File: config.mk
export PLATFORM = sky130hd
export DESIGN_NAME = axi_write_master
export DESIGN_NICKNAME = d
export VERILOG_FILES = /design/src/rtl/axi_write_master.sv
export SDC_FILE = /design/constraint.sdc
export NUM_CORES = 1
export LEC_CHECK = 0
export BUFFER_PORTS_ARGS = -buffer_cell sky130_fd_sc_hd__buf_4
export CELL_PAD_IN_SITES_DETAIL_PLACEMENT = 0
export CELL_PAD_IN_SITES_GLOBAL_PLACEMENT = 1
export CORE_UTILIZATION = 33
export DETAILED_ROUTE_END_ITERATION = 7
export GPL_TIMING_DRIVEN = 0
export PLACE_DENSITY = 0.93
export SLEW_MARGIN = 10
export SYNTH_ARGS = -nofsm -noshare
export SYNTH_HDL_FRONTEND = slang
export SYNTH_SLANG_ARGS = --single-unit
File: constraint.sdc
create_clock -name clk -period 4.4 [get_ports clk]
set_input_delay 0.66 -clock clk [delete_from_list [all_inputs] [get_ports clk]]
set_output_delay 0.66 -clock clk [all_outputs]
set_load 0.01 [all_outputs]
File: src/rtl/axi_write_master.sv
// axi_write_master: single-outstanding AXI4 INCR write burst initiator.
// Issues AW, streams beats from a show-ahead FIFO onto W, then takes B.
module axi_write_master #(
  parameter int ADDR_WIDTH          = 32,
  parameter int WRITE_CHANNEL_WIDTH = 32,
  parameter int WRITE_BURST_LEN     = 8
) (
  input  logic                           clk,
  input  logic                           rst_n,
  input  logic                           start_write,
  input  logic [ADDR_WIDTH-1:0]          target_write_addr,
  input  logic [WRITE_BURST_LEN-1:0]     target_write_burst_len,
  input  logic [WRITE_CHANNEL_WIDTH-1:0] target_write_data,
  input  logic                           target_write_fifo_empty,
  output logic                           target_write_fifo_pull,
  output logic                           done_write,
  output logic                           write_error,
  input  logic                           AWREADY,
  output logic [ADDR_WIDTH-1:0]          AWADDR,
  output logic                           AWVALID,
  output logic [WRITE_BURST_LEN-1:0]     AWLEN,
  output logic [2:0]                     AWSIZE,
  output logic [1:0]                     AWBURST,
  input  logic                           WREADY,
  output logic                           WVALID,
  output logic [WRITE_CHANNEL_WIDTH-1:0] WDATA,
  output logic                           WLAST,
  input  logic                           BVALID,
  input  logic [1:0]                     BRESP,
  output logic                           BREADY
);

  typedef enum logic [2:0] {
    S_IDLE,
    S_ADDR,
    S_DATA,
    S_RESP,
    S_DONE
  } state_t;

  localparam logic [2:0] LP_SIZE =
    3'($clog2(WRITE_CHANNEL_WIDTH / 8));
  localparam logic [WRITE_BURST_LEN-1:0] LP_ONE =
    WRITE_BURST_LEN'(1);

  state_t                     r_state;
  state_t                     w_next;
  logic [ADDR_WIDTH-1:0]      r_addr;
  logic [WRITE_BURST_LEN-1:0] r_len;
  logic [WRITE_BURST_LEN-1:0] r_cnt;
  logic                       r_err;

  logic w_data_ph;
  logic w_wvalid;
  logic w_whs;
  logic w_last;
  logic w_b_hs;
  logic w_unused_bresp0;

  assign w_data_ph = (r_state == S_DATA);
  assign w_wvalid  = w_data_ph && !target_write_fifo_empty;
  assign w_whs     = w_wvalid && WREADY;
  assign w_last    = w_wvalid && (r_cnt == r_len);
  assign w_b_hs    = (r_state == S_RESP) && BVALID;
  assign w_unused_bresp0 = BRESP[0];

  always_comb begin
    w_next = r_state;
    unique case (r_state)
      S_IDLE:  if (start_write) w_next = S_ADDR;
      S_ADDR:  if (AWREADY) w_next = S_DATA;
      S_DATA:  if (w_whs && w_last) w_next = S_RESP;
      S_RESP:  if (BVALID) w_next = S_DONE;
      S_DONE:  if (!start_write) w_next = S_IDLE;
      default: w_next = S_IDLE;
    endcase
  end

  always_ff @(posedge clk or negedge rst_n) begin
    if (!rst_n) r_state <= S_IDLE;
    else        r_state <= w_next;
  end

  always_ff @(posedge clk or negedge rst_n) begin
    if (!rst_n) begin
      r_addr <= '0;
      r_len  <= '0;
      r_cnt  <= '0;
      r_err  <= 1'b0;
    end else begin
      if (r_state == S_IDLE && start_write) begin
        r_addr <= target_write_addr;
        r_len  <= target_write_burst_len;
        r_err  <= 1'b0;
      end
      // counter wraps to 0 on the last beat, so len=max never overflows
      if (w_whs) r_cnt <= w_last ? '0 : r_cnt + LP_ONE;
      if (w_b_hs) r_err <= BRESP[1];
    end
  end

  assign AWADDR  = r_addr;
  assign AWLEN   = r_len;
  assign AWVALID = (r_state == S_ADDR);
  assign AWSIZE  = LP_SIZE;
  assign AWBURST = 2'b01;

  assign WVALID  = w_wvalid;
  assign WDATA   = w_data_ph ? target_write_data : '0;
  assign WLAST   = w_last;
  assign target_write_fifo_pull = w_whs;

  assign BREADY      = (r_state == S_RESP);
  assign done_write  = (r_state == S_DONE) && start_write;
  assign write_error = r_err;

endmodule
**Word level (Yosys, flattened, before mapping)**

Index checks and enable logic that the tools add are counted.

- Bits in registers: 52
- Latch bits: 0
- Memory bits (writable): 0
- Memory bits (read-only): 0
- Input port bits: 81
- Output and inout port bits: 84
- Logic and storage cells: 37
- Memories kept: 0

- $add $sub $neg: 1
- Multiply operators: 0
- Div/mod/pow operators: 0
- $lt $le $gt $ge: 0
- Eq/ne operators: 10
- Shifts and indexed selects: 0
- Multiplexer cells: 10
- Bitwise operators: 0
- Reduce and logical (&&, ||, !) cells: 11

Operators with widths:

| operator | number |
|---|---|
| 2-to-1 mux 32 bit | 1 |
| 2-to-1 mux 3 bit | 5 |
| one-hot mux 3 bit (5 select lines) | 1 |
| adder 8 x 1 -> 8 bit (second input constant) | 1 |
| == test 8 bit | 1 |
| 2-to-1 mux 8 bit | 1 |
| != test 2 bit (second input constant) | 4 |
| logical AND 1 bit | 7 |
| == test 3 x 2 -> 1 bit (second input constant) | 2 |
| AND reduction 5 bit | 1 |
| == test 3 x 1 -> 1 bit (second input constant) | 1 |
| == test 3 bit (second input constant) | 1 |
| logical NOT 3 bit | 1 |
| 2-to-1 mux 1 bit | 2 |
| != test 2 x 1 -> 1 bit (second input constant) | 1 |
| nonzero test 2 bit | 1 |
| logical NOT 1 bit | 1 |

**Logic depth before layout (Yosys ltp)**

Gate-level depths: netlist (run 1).

- Word-level depth: 6
- Depth in mapped cells: 6

**Least setup slack after synthesis (run 1)**

Ideal clock, no wire load.

- Path type: input-to-output
- From: input port target_write_fifo_empty
- To: output port target_write_fifo_pull
- Arrival: 1,353 ps
- Data required time: 3,740 ps
- Setup slack: 2,387 ps
- Stages on the path: 3
- Path through: nor4b_2 nand2_1 inv_2

- Word-level cells in the longest chain between the ends: 3

RTL lines:

| what | RTL line | text |
|---|---|---|
| start: declaration | 14 | `input logic target_write_fifo_empty,` |
| logical NOT 1 bit | 61 | `assign w_wvalid = w_data_ph && !target_write_fifo_empty;` |
| logical AND 1 bit | 61 |  |
| logical AND 1 bit | 62 | `assign w_whs = w_wvalid && WREADY;` |
| end: declaration | 15 | `output logic target_write_fifo_pull,` |

Every way passes these cells.

**Worst setup path in the final report (run 1)**

- From: register r_state[0]
- To: output port WDATA[25]

- Word-level cells in the longest chain between the ends: 2

RTL lines:

| what | RTL line | text |
|---|---|---|
| start: declaration | 46 | `state_t r_state;` |
| start signal: assignment | 81 | `else r_state <= w_next;` |
| == test 3 x 2 -> 1 bit | 60 | `assign w_data_ph = (r_state == S_DATA);` |
| 2-to-1 mux 32 bit | 109 | `assign WDATA = w_data_ph ? target_write_data : '0;` |
| end: declaration | 26 | `output logic [WRITE_CHANNEL_WIDTH-1:0] WDATA,` |

Every way passes these cells.

==> results of run 1 <==
## placed cells by master, fill, tap and decap left out, types with 2 or more instances in the layout
cell,count
nand3_1,2
mux2_1,6
buf_6,2
nand4_1,4
mux2_2,34
mux2i_1,2
conb_1,5
o21ai_0,3
nor4_1,3
buf_2,4
and2_1,34
nand2_1,7
xnor2_1,11
dfrtp_1,52
a21oi_1,4
clkbuf_8,5
clkbuf_1,5
buf_4,163
nor2_1,7
nor3_1,3
## power breakdown
part | total (mW) | switching [mW] | internal (mW)
Combinational | 1.32 | 0.562 | 0.754
Sequential | 0.838 | 0.143 | 0.696
Clock | 0.337 | 0.164 | 0.173
Total | 2.49 | 0.869 | 1.62
## layer usage
metal	vias up	GRT usage
met5	-	0
met3	9	0.0452
met1	1021	0.216
met4	0	0.0447
li1	1027	-
met2	57	0.270
## kinds of logic (layout without fill, tap and decap cells)
group           count (synthesis)  after routing
compound gates                 12             12
xor+xnor                       11             11
buf+inv                        17            183
flops                          52             52
other cells                     2              5
mux                            42             42
simple gates                   69             69
fa+ha+maj                       1              1
## per-stage QoR
step	hold slack (ns)	instance area (sq um)	worst slack, ns	util
finish	0.383	3940	1.81	0.540
global route	0.431	3940	1.66	0.540
CTS	0.394	3940	1.82	0.540
detailed placement	0.476	3820	2.11	0.524
global placement	0.473	3820	2.06	0.524
floorplan	0.364	2510	2.39	-
## registers in the layout, summed over array words and instances (netlist names)
| register | cells |
|---|---|
| AWADDR | 32 |
| r_state | 3 |
| write_error | 1 |
| r_cnt | 8 |
| AWLEN | 8 |
## cell usage after synthesis (4+ instances only)
library cell,number
dfrtp_1,52
and2_1,34
buf_2,4
mux2_1,6
mux2_2,34
nand2_1,7
nand4_1,4
clkbuf_1,5
nor2_1,7
xnor2_1,11
buf_4,5
a21oi_1,4
## cell type report
cell class	instances	area (sq um)
repair buffers	158	1190
flip-flops and latches	52	1300
multi-input cells	140	1110
clock buffers	5	68.8
clock inverters	3	46.3
well taps	99	124
plain buffers	16	98.8
fillers	683	3360
inverters	1	3.75
## path summary, 6_finish.rpt
| path | to | from |
|---|---|---|
| worst min-delay path | AWADDR[7]$_DFFE_PN0P_ | rst_n |
| worst max register to register | AWLEN[2]$_DFFE_PN0P_ | r_state[1]$_DFFE_PN0P_ |
| max in group asynchronous | r_cnt[2]$_DFFE_PN0P_ | rst_n |
| worst min register to register | AWADDR[0]$_DFFE_PN0P_ | AWADDR[0]$_DFFE_PN0P_ |
| min in group clk | AWADDR[0]$_DFFE_PN0P_ | AWADDR[0]$_DFFE_PN0P_ |
| worst max-delay path | WDATA[25] | r_state[0]$_DFFE_PN0P_ |
==> parameters.txt, run 1 <==
Parameter                              Value

Critical path
  Worst path buffer plus inverter count    3
  Register-to-Register Setup Slack    2.62 ns
  Cell chain of the critical path    buf_6, nor3b_1, clkbuf_1, and2_1, buf_4
  Crit path depth    5
  Worst EP arrival    1.93 ns
  Max stage delay on crit path    0.44 ns
  Crit Path Max Fanout    10
  Type of the worst setup path    register to output port
  Critical path startpoint category    register
  Critical Path Sink Type    output port
  Count of cells along the worst register-to-register path    4
  CP top delay family    simple AND/OR/NAND/NOR gates
  Critical-path cell with the highest stage delay    nor3b_1
  Worst EP required    3.74 ns

CTS
  Latest clock arrival within the worst-skew pair    0.30 ns
  Post_cts resized    0
  Quantity of hold-fixing buffers added after cts    0
  TritonCTS clock tree    done
  Count of H-tree levels built during CTS    2
  Total CTS buffers    5
  Post-CTS clock slew at the launch and capture registers of the worst setup and hold paths    0.10 ns
  Setup Buffers After CTS    0
  Clk buf depth    2
  CTS sink count    52
  Clock Root Buffer    clkbuf_8

Routing
  Metal3 WL    343 um
  Via/cell ratio    4.46
  Vias post-DR    2114
  Total routed wirelength    6.58 mm
  M1 WL    2.74 mm
  DRT Pass-1 Iters    4
  Antenna viol nets, final    0
  Met2 WL    3.42 mm
  Drt initial violations    70
  Top routing layer in use    met4
  Wirelength per Cell    13.9 um
  DRC viols    0

Power and ir drop
  Power per cell area    633 nW/um^2
  Leakage Power    1.93 nW
  Worst voltage drop across the vdd grid    0.000348 V
  Total power after layout    2.49 mW

Synth
  FFs w/ async S/R, synth    1.00
  Synthesized area    2500 sq um
  Average size of a mapped cell    12.1 sq um
  Xor and xnor fraction of the mapped netlist area    0.0385
  Basic-gate share of the synthesized area counting and, or, nand and nor cells    0.174
  Number of distinct library cells after synthesis    35
  Post-Syn Instances    206
  Fraction of the mapped netlist area in adder cells    0.00501
  Sequential area share after synthesis    0.521
  Most area-consuming cells after synthesis    dfrtp_1, mux2_2, and2_1, xnor2_1, mux2_1
  Share of cell area taken by muxes after synthesis    0.188
  Number of storage elements in the synthesis netlist    52
  Yosys warnings    0
  Share of the synthesized area in compound gates (AO/OA/AOI/OAI)    0.0300
  EDFF count, synth    0
  Cell type with the largest total area after synthesis    dfrtp_1
  Main combinational cell family by area after synthesis    multiplexers
  Share of the synthesized area in the top cell type    0.521
  Post-synth top flop    dfrtp_1

Floorplan
  Area enclosed by the die boundary    7930 sq um
  Number of primary I/O pins    165
  Core area    7290 sq um
  Y dimension of the die    89.0 um
  Die span in x    89.0 um
  Starting utilization of the core area    0.343
  Count of standard-cell rows    31

Cells and area
  Final #Nets    456
  Fraction of final layout cells with drive strength greater than 1    0.579
  Area Growth Syn to Fin    57.5%
  Final Instance Count excl. Fillers    474
  Diode insertion count for antenna repair    0

Run status
  Result of the run    complete, no violations

Global routing
  Maximum number of pins on one net before global-route repair    53
  First-pass GRT wire length    9.96 mm
  Total global routing overflow    0
  Vias in the first global route    2044
  Tot GR Track Use    0.165
  Number of antenna violations at the first check in global routing    0

Flow run
  Number of max-cap violations    0

Timing
  Fraction of the cycle the final worst path needs    0.589
  Worst Skew    0.00912 ns
  Setup repair after global routing missed its margin    false
  Number of max-slew violations in the final report    0
  Worst slew pin tran    0.655 ns
  Final critical-path required period    2.59 ns
  Setup violation total in the final timing report    0
  Final hold viol count    0
  Headroom to the max-slew limit    0.563
  Post-Route Setup TNS    0 ns
  Maximum frequency from static timing analysis    386 MHz

Placement
  Half-perimeter wire length of the detailed placement result    5.33 mm
  PortBufs    158
  Number of placed instances with taps included    466
  Final weighted congestion of routability-driven global placement    0.717

Min path
  Type of the most critical hold path    primary input to asynchronous set/reset pin
No activity file was read; power rests on OpenSTA's default activity.
==> run 2: changes to the inputs <==
--- a/config.mk
+++ b/config.mk
@@ -8,10 +8,10 @@
 export BUFFER_PORTS_ARGS = -buffer_cell sky130_fd_sc_hd__buf_4
 export CELL_PAD_IN_SITES_DETAIL_PLACEMENT = 0
 export CELL_PAD_IN_SITES_GLOBAL_PLACEMENT = 1
-export CORE_UTILIZATION = 33
+export CORE_UTILIZATION = 31
 export DETAILED_ROUTE_END_ITERATION = 7
 export GPL_TIMING_DRIVEN = 0
-export PLACE_DENSITY = 0.93
+export PLACE_DENSITY = 0.89
 export SLEW_MARGIN = 10
 export SYNTH_ARGS = -nofsm -noshare
 export SYNTH_HDL_FRONTEND = slang
==> constraint.sdc (replaced) <==
create_clock -name clk -period 2.5 [get_ports clk]
set_input_delay 0.375 -clock clk [delete_from_list [all_inputs] [get_ports clk]]
set_output_delay 0.375 -clock clk [all_outputs]
set_load 0.01 [all_outputs]
==> run 2 against run 1 <==
Effect of this change:
- sequential share of layout area decreased by 0.15 points
- sequential cell count unchanged
- critical path type unchanged
- highest routed layer unchanged
- clock skew fell by 0.0028 ns
- cell area up 0.44%
- via count is essentially flat
- global-route usage shrank 1.1 points
- combinational power rose by 74%
- utilization fell by 3.1 points
- first-iteration DRC count is 5.7% lower
==> parameters.txt, run 2 (synthesis gave the netlist of run 1 again) <==
Parameter                              Value

Run status
  Result of the run    complete, no violations

Routing
  Vias post-DR    2115
  Wirelength per Cell    13.7 um
  Antenna viol nets, final    0
  DRT Pass-1 Iters    4
  Via/cell ratio    4.44
  DRC viols    0
  Total routed wirelength    6.51 mm
  Drt initial violations    66

Timing
  Setup repair after global routing missed its margin    false
  Number of max-slew violations in the final report    0
  Post-Route Setup TNS    0 ns
  Setup violation total in the final timing report    0
  Fraction of the cycle the final worst path needs    0.909
  Final critical-path required period    2.27 ns
  Maximum frequency from static timing analysis    440 MHz
  Post-route setup slack    0.227 ns
  Headroom to the max-slew limit    0.560
  Worst slew pin tran    0.660 ns
  Worst Skew    0.00635 ns
  Final hold viol count    0

Placement
  Half-perimeter wire length of the detailed placement result    5.22 mm
  Final weighted congestion of routability-driven global placement    0.779
  PortBufs    158
  Number of placed instances with taps included    469
  Pre-CTS setup slack    0.570 ns
  Placement-stage cell area    3820 sq um

Floorplan
  Count of standard-cell rows    32
  Number of primary I/O pins    165
  Core area    7770 sq um
  Die span in x    91.8 um
  Y dimension of the die    91.8 um
  Starting utilization of the core area    0.322
  Area enclosed by the die boundary    8430 sq um

CTS
  Post-CTS clock slew at the launch and capture registers of the worst setup and hold paths    0.09 ns
  TritonCTS clock tree    done
  Total CTS buffers    5
  Quantity of hold-fixing buffers added after cts    0
  Count of H-tree levels built during CTS    2
  Clock Root Buffer    clkbuf_8
  Latest clock arrival within the worst-skew pair    0.29 ns
  Clk buf depth    2
  Post_cts resized    0
  CTS sink count    52
  Setup Buffers After CTS    0

Critical path
  Crit Path Max Fanout    10
  Worst EP required    2.12 ns
  Type of the worst setup path    register to output port
  Worst EP arrival    1.90 ns
  Critical Path Sink Type    output port
  Critical path startpoint category    register

Min path
  Type of the most critical hold path    primary input to asynchronous set/reset pin

Global routing
  Tot GR Track Use    0.154
  Total global routing overflow    0
  Vias in the first global route    2122
  Number of antenna violations at the first check in global routing    0
  First-pass GRT wire length    10.3 mm
  Maximum number of pins on one net before global-route repair    53

Cells and area
  Count of filler cells inserted in the layout    726
  Final cell area excluding filler cells    3950 sq um
  Fraction of final layout cells with drive strength greater than 1    0.578
  Final Instance Count excl. Fillers    476
  Commonest cells after routing, fill and taps aside    buf_4, dfrtp_1, and2_1, mux2_2, xnor2_1
  Final #Nets    456
  Area Growth Syn to Fin    58.2%
  Footprint of the flip-flops and latches    1300 sq um
  Diode insertion count for antenna repair    0
  Combined area of the multi-input logic cells    1110 sq um
  Number of flip-flops under the largest register name    32
  Most common cell after layout, fill and taps aside    buf_4

Power and ir drop
  Part of the power in combinational logic    0.518
  Leakage Power    1.93 nW
  Switching part of the total    0.338
  Power per cell area    1120 nW/um^2
  Total power after layout    4.45 mW
  P_int    2.94 mW
  Share of total power in sequential cells    0.333
  Worst voltage drop across the vdd grid    0.000552 V
  Sw power    1.50 mW
  Proportion of power drawn by the clock network    0.149

Flow run
  Number of max-cap violations    0
-- run 2: layer usage --
layer,part of all wire,vias up,wire length [um],global-route usage
met2,0.51,57,3350,0.256
met5,0,-,0,0
met3,0.053,6,344,0.0406
met1,0.42,1024,2760,0.199
li1,-,1028,-,-
met4,0.0081,0,53,0.0391
-- run 2: area by class of cell --
cell class              instances  area share
plain buffers                  16      0.0250
well taps                     102      0.0323
flip-flops and latches         52       0.329
clock inverters                 2      0.0152
clock buffers                   5      0.0174
repair buffers                158       0.300
multi-input cells             140       0.280
inverters                       1    0.000949
-- run 2: power by group through the flow --
stage               Sequential (mW)  Combinational (mW)  Clock (mW)
floorplan                      1.62                1.06           0
global placement               1.48                2.29           0
detailed placement             1.50                2.33           0
CTS                            1.49                2.34       0.676
global route                   1.54                2.48       0.706
finish                         1.48                2.30       0.661
-- run 2: worst paths after layout --
kind	depth (start not counted)	end	slack (ns)	start
worst min-delay path	1	AWADDR[18]$_DFFE_PN0P_	0.10	rst_n
worst max register to register	4	AWLEN[1]$_DFFE_PN0P_	0.64	r_state[1]$_DFFE_PN0P_
worst min register to register	1	write_error$_DFFE_PN0P_	0.50	write_error$_DFFE_PN0P_
min in group clk	2	AWLEN[3]$_DFFE_PN0P_	0.29	target_write_burst_len[3]
max in group asynchronous	1	AWADDR[2]$_DFFE_PN0P_	1.95	rst_n
worst max-delay path	5	WDATA[27]	0.23	r_state[0]$_DFFE_PN0P_
-- run 2: per-stage QoR --
step	hold slack [ns]	util
after floorplan	0.0794	-
after global routing	0.139	0.509
final	0.102	0.509
after global placement	0.448	0.492
after detailed placement	0.451	0.492
after CTS	0.121	0.509
-- run 2: worst max-delay path, stage by stage (launching register included) --
cell and delay (ns):
dfrtp_1 0.38, buf_6 0.14, nor3b_1 0.42, clkbuf_1 0.32, and2_1 0.22, buf_4 0.13
==> run 3: changes to the inputs <==
--- a/config.mk
+++ b/config.mk
@@ -5,13 +5,15 @@
 export SDC_FILE = /design/constraint.sdc
 export NUM_CORES = 1
 export LEC_CHECK = 0
+export ABC_AREA = 1
 export BUFFER_PORTS_ARGS = -buffer_cell sky130_fd_sc_hd__buf_4
 export CELL_PAD_IN_SITES_DETAIL_PLACEMENT = 0
 export CELL_PAD_IN_SITES_GLOBAL_PLACEMENT = 1
-export CORE_UTILIZATION = 31
+export CORE_MARGIN = 5
+export CORE_UTILIZATION = 30
 export DETAILED_ROUTE_END_ITERATION = 7
 export GPL_TIMING_DRIVEN = 0
-export PLACE_DENSITY = 0.89
+export PLACE_DENSITY = 0.88
 export SLEW_MARGIN = 10
 export SYNTH_ARGS = -nofsm -noshare
 export SYNTH_HDL_FRONTEND = slang
==> run 3 against run 2 <==
Effect of this change:
- largest power group unchanged
- die area increased by 28%
- global-route usage decreased by 2.3 points
- setup slack improved by 0.32 ns
- critical endpoint is now WLAST
- fmax increased by 16%
- non-clock buffer count decreased by 4
- utilization decreased by 3.9 points
- via count increased by 14%
- wire length increased by 10%
- final cell count increased by 18%
- highest routed layer unchanged
==> parameters.txt, run 3 <==
Parameter                              Value

Synth
  Average size of a mapped cell    9.24 sq um
  Share of the synthesized area in the top cell type    0.494
  Most area-consuming cells after synthesis    dfrtp_1, mux2_2, inv_1, nor2_1, nand2_1
  Number of distinct library cells after synthesis    26
  Post-synth top flop    dfrtp_1
  Sequential area share after synthesis    0.494
  EDFF count, synth    0
  FFs w/ async S/R, synth    1.00
  Yosys warnings    0
  Number of storage elements in the synthesis netlist    52
  Most instantiated cells after synthesis    inv_1, dfrtp_1, nor2_1
  Post-Syn Instances    285
  Synthesized area    2630 sq um
  Most used standard cell by instance count after synthesis    inv_1
  Cell type with the largest total area after synthesis    dfrtp_1

Routing
  Vias post-DR    2405
  Via/cell ratio    4.29
  Met2 WL    3.50 mm
  Drt initial violations    91
  Wirelength per Cell    12.8 um
  M1 WL    2.82 mm
  Top routing layer in use    met4
  Antenna viol nets, final    0
  Total routed wirelength    7.17 mm
  Metal3 WL    833 um
  DRT Pass-1 Iters    4
  DRC viols    0

CTS
  Clk buf depth    2
  Post_cts resized    0
  Total CTS buffers    5
  TritonCTS clock tree    done
  Setup Buffers After CTS    0
  Post-CTS clock slew at the launch and capture registers of the worst setup and hold paths    0.09 ns
  CTS sink count    52
  Count of H-tree levels built during CTS    2
  Quantity of hold-fixing buffers added after cts    0
  Latest clock arrival within the worst-skew pair    0.30 ns
  Clock Root Buffer    clkbuf_8

Run status
  Result of the run    complete, no violations

Placement
  PortBufs    158
  Final weighted congestion of routability-driven global placement    0.760
  Number of placed instances with taps included    554
  Half-perimeter wire length of the detailed placement result    5.88 mm

Critical path
  Register-to-Register Setup Slack    0.96 ns
  Crit Path Max Fanout    7
  Critical path startpoint category    register
  Critical Path Sink Type    output port
  Worst EP arrival    1.58 ns
  Capturing point of the worst reg2reg path    r_state[1]$_DFFE_PN0P_
  Count of cells along the worst register-to-register path    8
  Type of the worst setup path    register to output port
  Origin of the critical flop-to-flop path    r_state[0]$_DFFE_PN0P_
  Worst EP required    2.12 ns

Cells and area
  Area Growth Syn to Fin    54.1%
  Number of flip-flops under the largest register name    32
  Diode insertion count for antenna repair    0
  Commonest cells after routing, fill and taps aside    buf_4, inv_1, dfrtp_1, nor2_1, mux2_2
  Fraction of final layout cells with drive strength greater than 1    0.486
  Most common cell after layout, fill and taps aside    buf_4
  Count of filler cells inserted in the layout    826
  Final #Nets    535
  Final Instance Count excl. Fillers    561

Timing
  Worst Skew    0.00907 ns
  Maximum frequency from static timing analysis    511 MHz
  Headroom to the max-slew limit    0.556
  Final critical-path required period    1.96 ns
  Setup repair after global routing missed its margin    false
  Fraction of the cycle the final worst path needs    0.783
  Final hold viol count    0
  Setup violation total in the final timing report    0
  Number of max-slew violations in the final report    0
  Post-Route Setup TNS    0 ns
  Worst slew pin tran    0.666 ns

Global routing
  Vias in the first global route    2517
  Total global routing overflow    0
  Number of antenna violations at the first check in global routing    0
  Maximum number of pins on one net before global-route repair    53
  First-pass GRT wire length    11.9 mm
  Tot GR Track Use    0.131

Floorplan
  Count of standard-cell rows    34
  Area enclosed by the die boundary    10700 sq um
  Starting utilization of the core area    0.305
  Core area    8640 sq um
  Number of primary I/O pins    165
  Y dimension of the die    104 um
  Die span in x    104 um

Power and ir drop
  Power per cell area    1060 nW/um^2
  Worst voltage drop across the vdd grid    0.000546 V
  Leakage Power    2.25 nW

Flow run
  Number of max-cap violations    0

Min path
  Type of the most critical hold path    primary input to asynchronous set/reset pin
run 3: power by group:
part	internal [mW]	switching (mW)	leakage, nW
combinational	1.24	1.08	1.59
clock	0.221	0.265	0.0473
sequential	1.23	0.274	0.608
run 3: layout make-up:
cell class	instances	area (sq um)	area share
Clock buffer	6	82.6	0.0204
Inverter	54	203	0.0500
Clock inverter	1	8.76	0.00216
Timing Repair Buffer	158	1190	0.292
Multi-Input combinational cell	170	1060	0.262
Tap cell	108	135	0.0333
Buffer	12	76.3	0.0188
Sequential cell	52	1300	0.321
run 3: worst max-delay path by stage:
| stage | slack (ns) | cells past startpoint | endpoint | start |
|---|---|---|---|---|
| after floorplan | 1.02 | 5 | WLAST | r_state[0]$_DFFE_PN0P_ |
| after global placement | 0.90 | 6 | WLAST | r_state[0]$_DFFE_PN0P_ |
| after detailed placement | 0.86 | 6 | WLAST | r_state[0]$_DFFE_PN0P_ |
| after CTS | 0.51 | 6 | WLAST | r_state[0]$_DFFE_PN0P_ |
| after global routing | 0.39 | 6 | WLAST | r_state[0]$_DFFE_PN0P_ |
| final | 0.54 | 6 | WLAST | r_state[0]$_DFFE_PN0P_ |
run 3: stage by stage:
stage | setup WS, ns | hold WS (ns) | utilization | power (mW) | area (sq um)
3_3_place_gp | 0.896 | 0.454 | 0.459 | 3.81 | 3970
2_1_floorplan | 1.02 | 0.0794 | - | 2.73 | 2640
5_1_grt | 0.393 | 0.146 | 0.470 | 4.67 | 4060
4_1_cts | 0.505 | 0.123 | 0.470 | 4.39 | 4060
3_5_place_dp | 0.857 | 0.459 | 0.459 | 3.88 | 3970
6_report | 0.542 | 0.109 | 0.470 | 4.31 | 4060
run 3: logic make-up (layout without fill, tap and decap cells):
family	after synthesis	count (layout)	share of synthesized area
flops	52	52	0.494
other cells	2	5	0.00285
buf+inv	66	231	0.106
compound gates	11	11	0.0209
xor+xnor	6	6	0.0200
simple gates	111	111	0.197
fa+ha+maj	1	1	0.00475
mux	36	36	0.154
run 3: layer usage:
layer  vias up  global-route usage
met5         -                   0
met4         0              0.0194
met3         2              0.0653
met2       103               0.223
met1      1099               0.150
li1       1201                   -
run 3: critical path, cell delays in order, from the launching register on:
cell     delay (ns)
dfrtp_1        0.43
nor2_4         0.18
nand2_4        0.12
nor2_8         0.13
nand3_1        0.10
nor2_1         0.18
buf_4          0.15
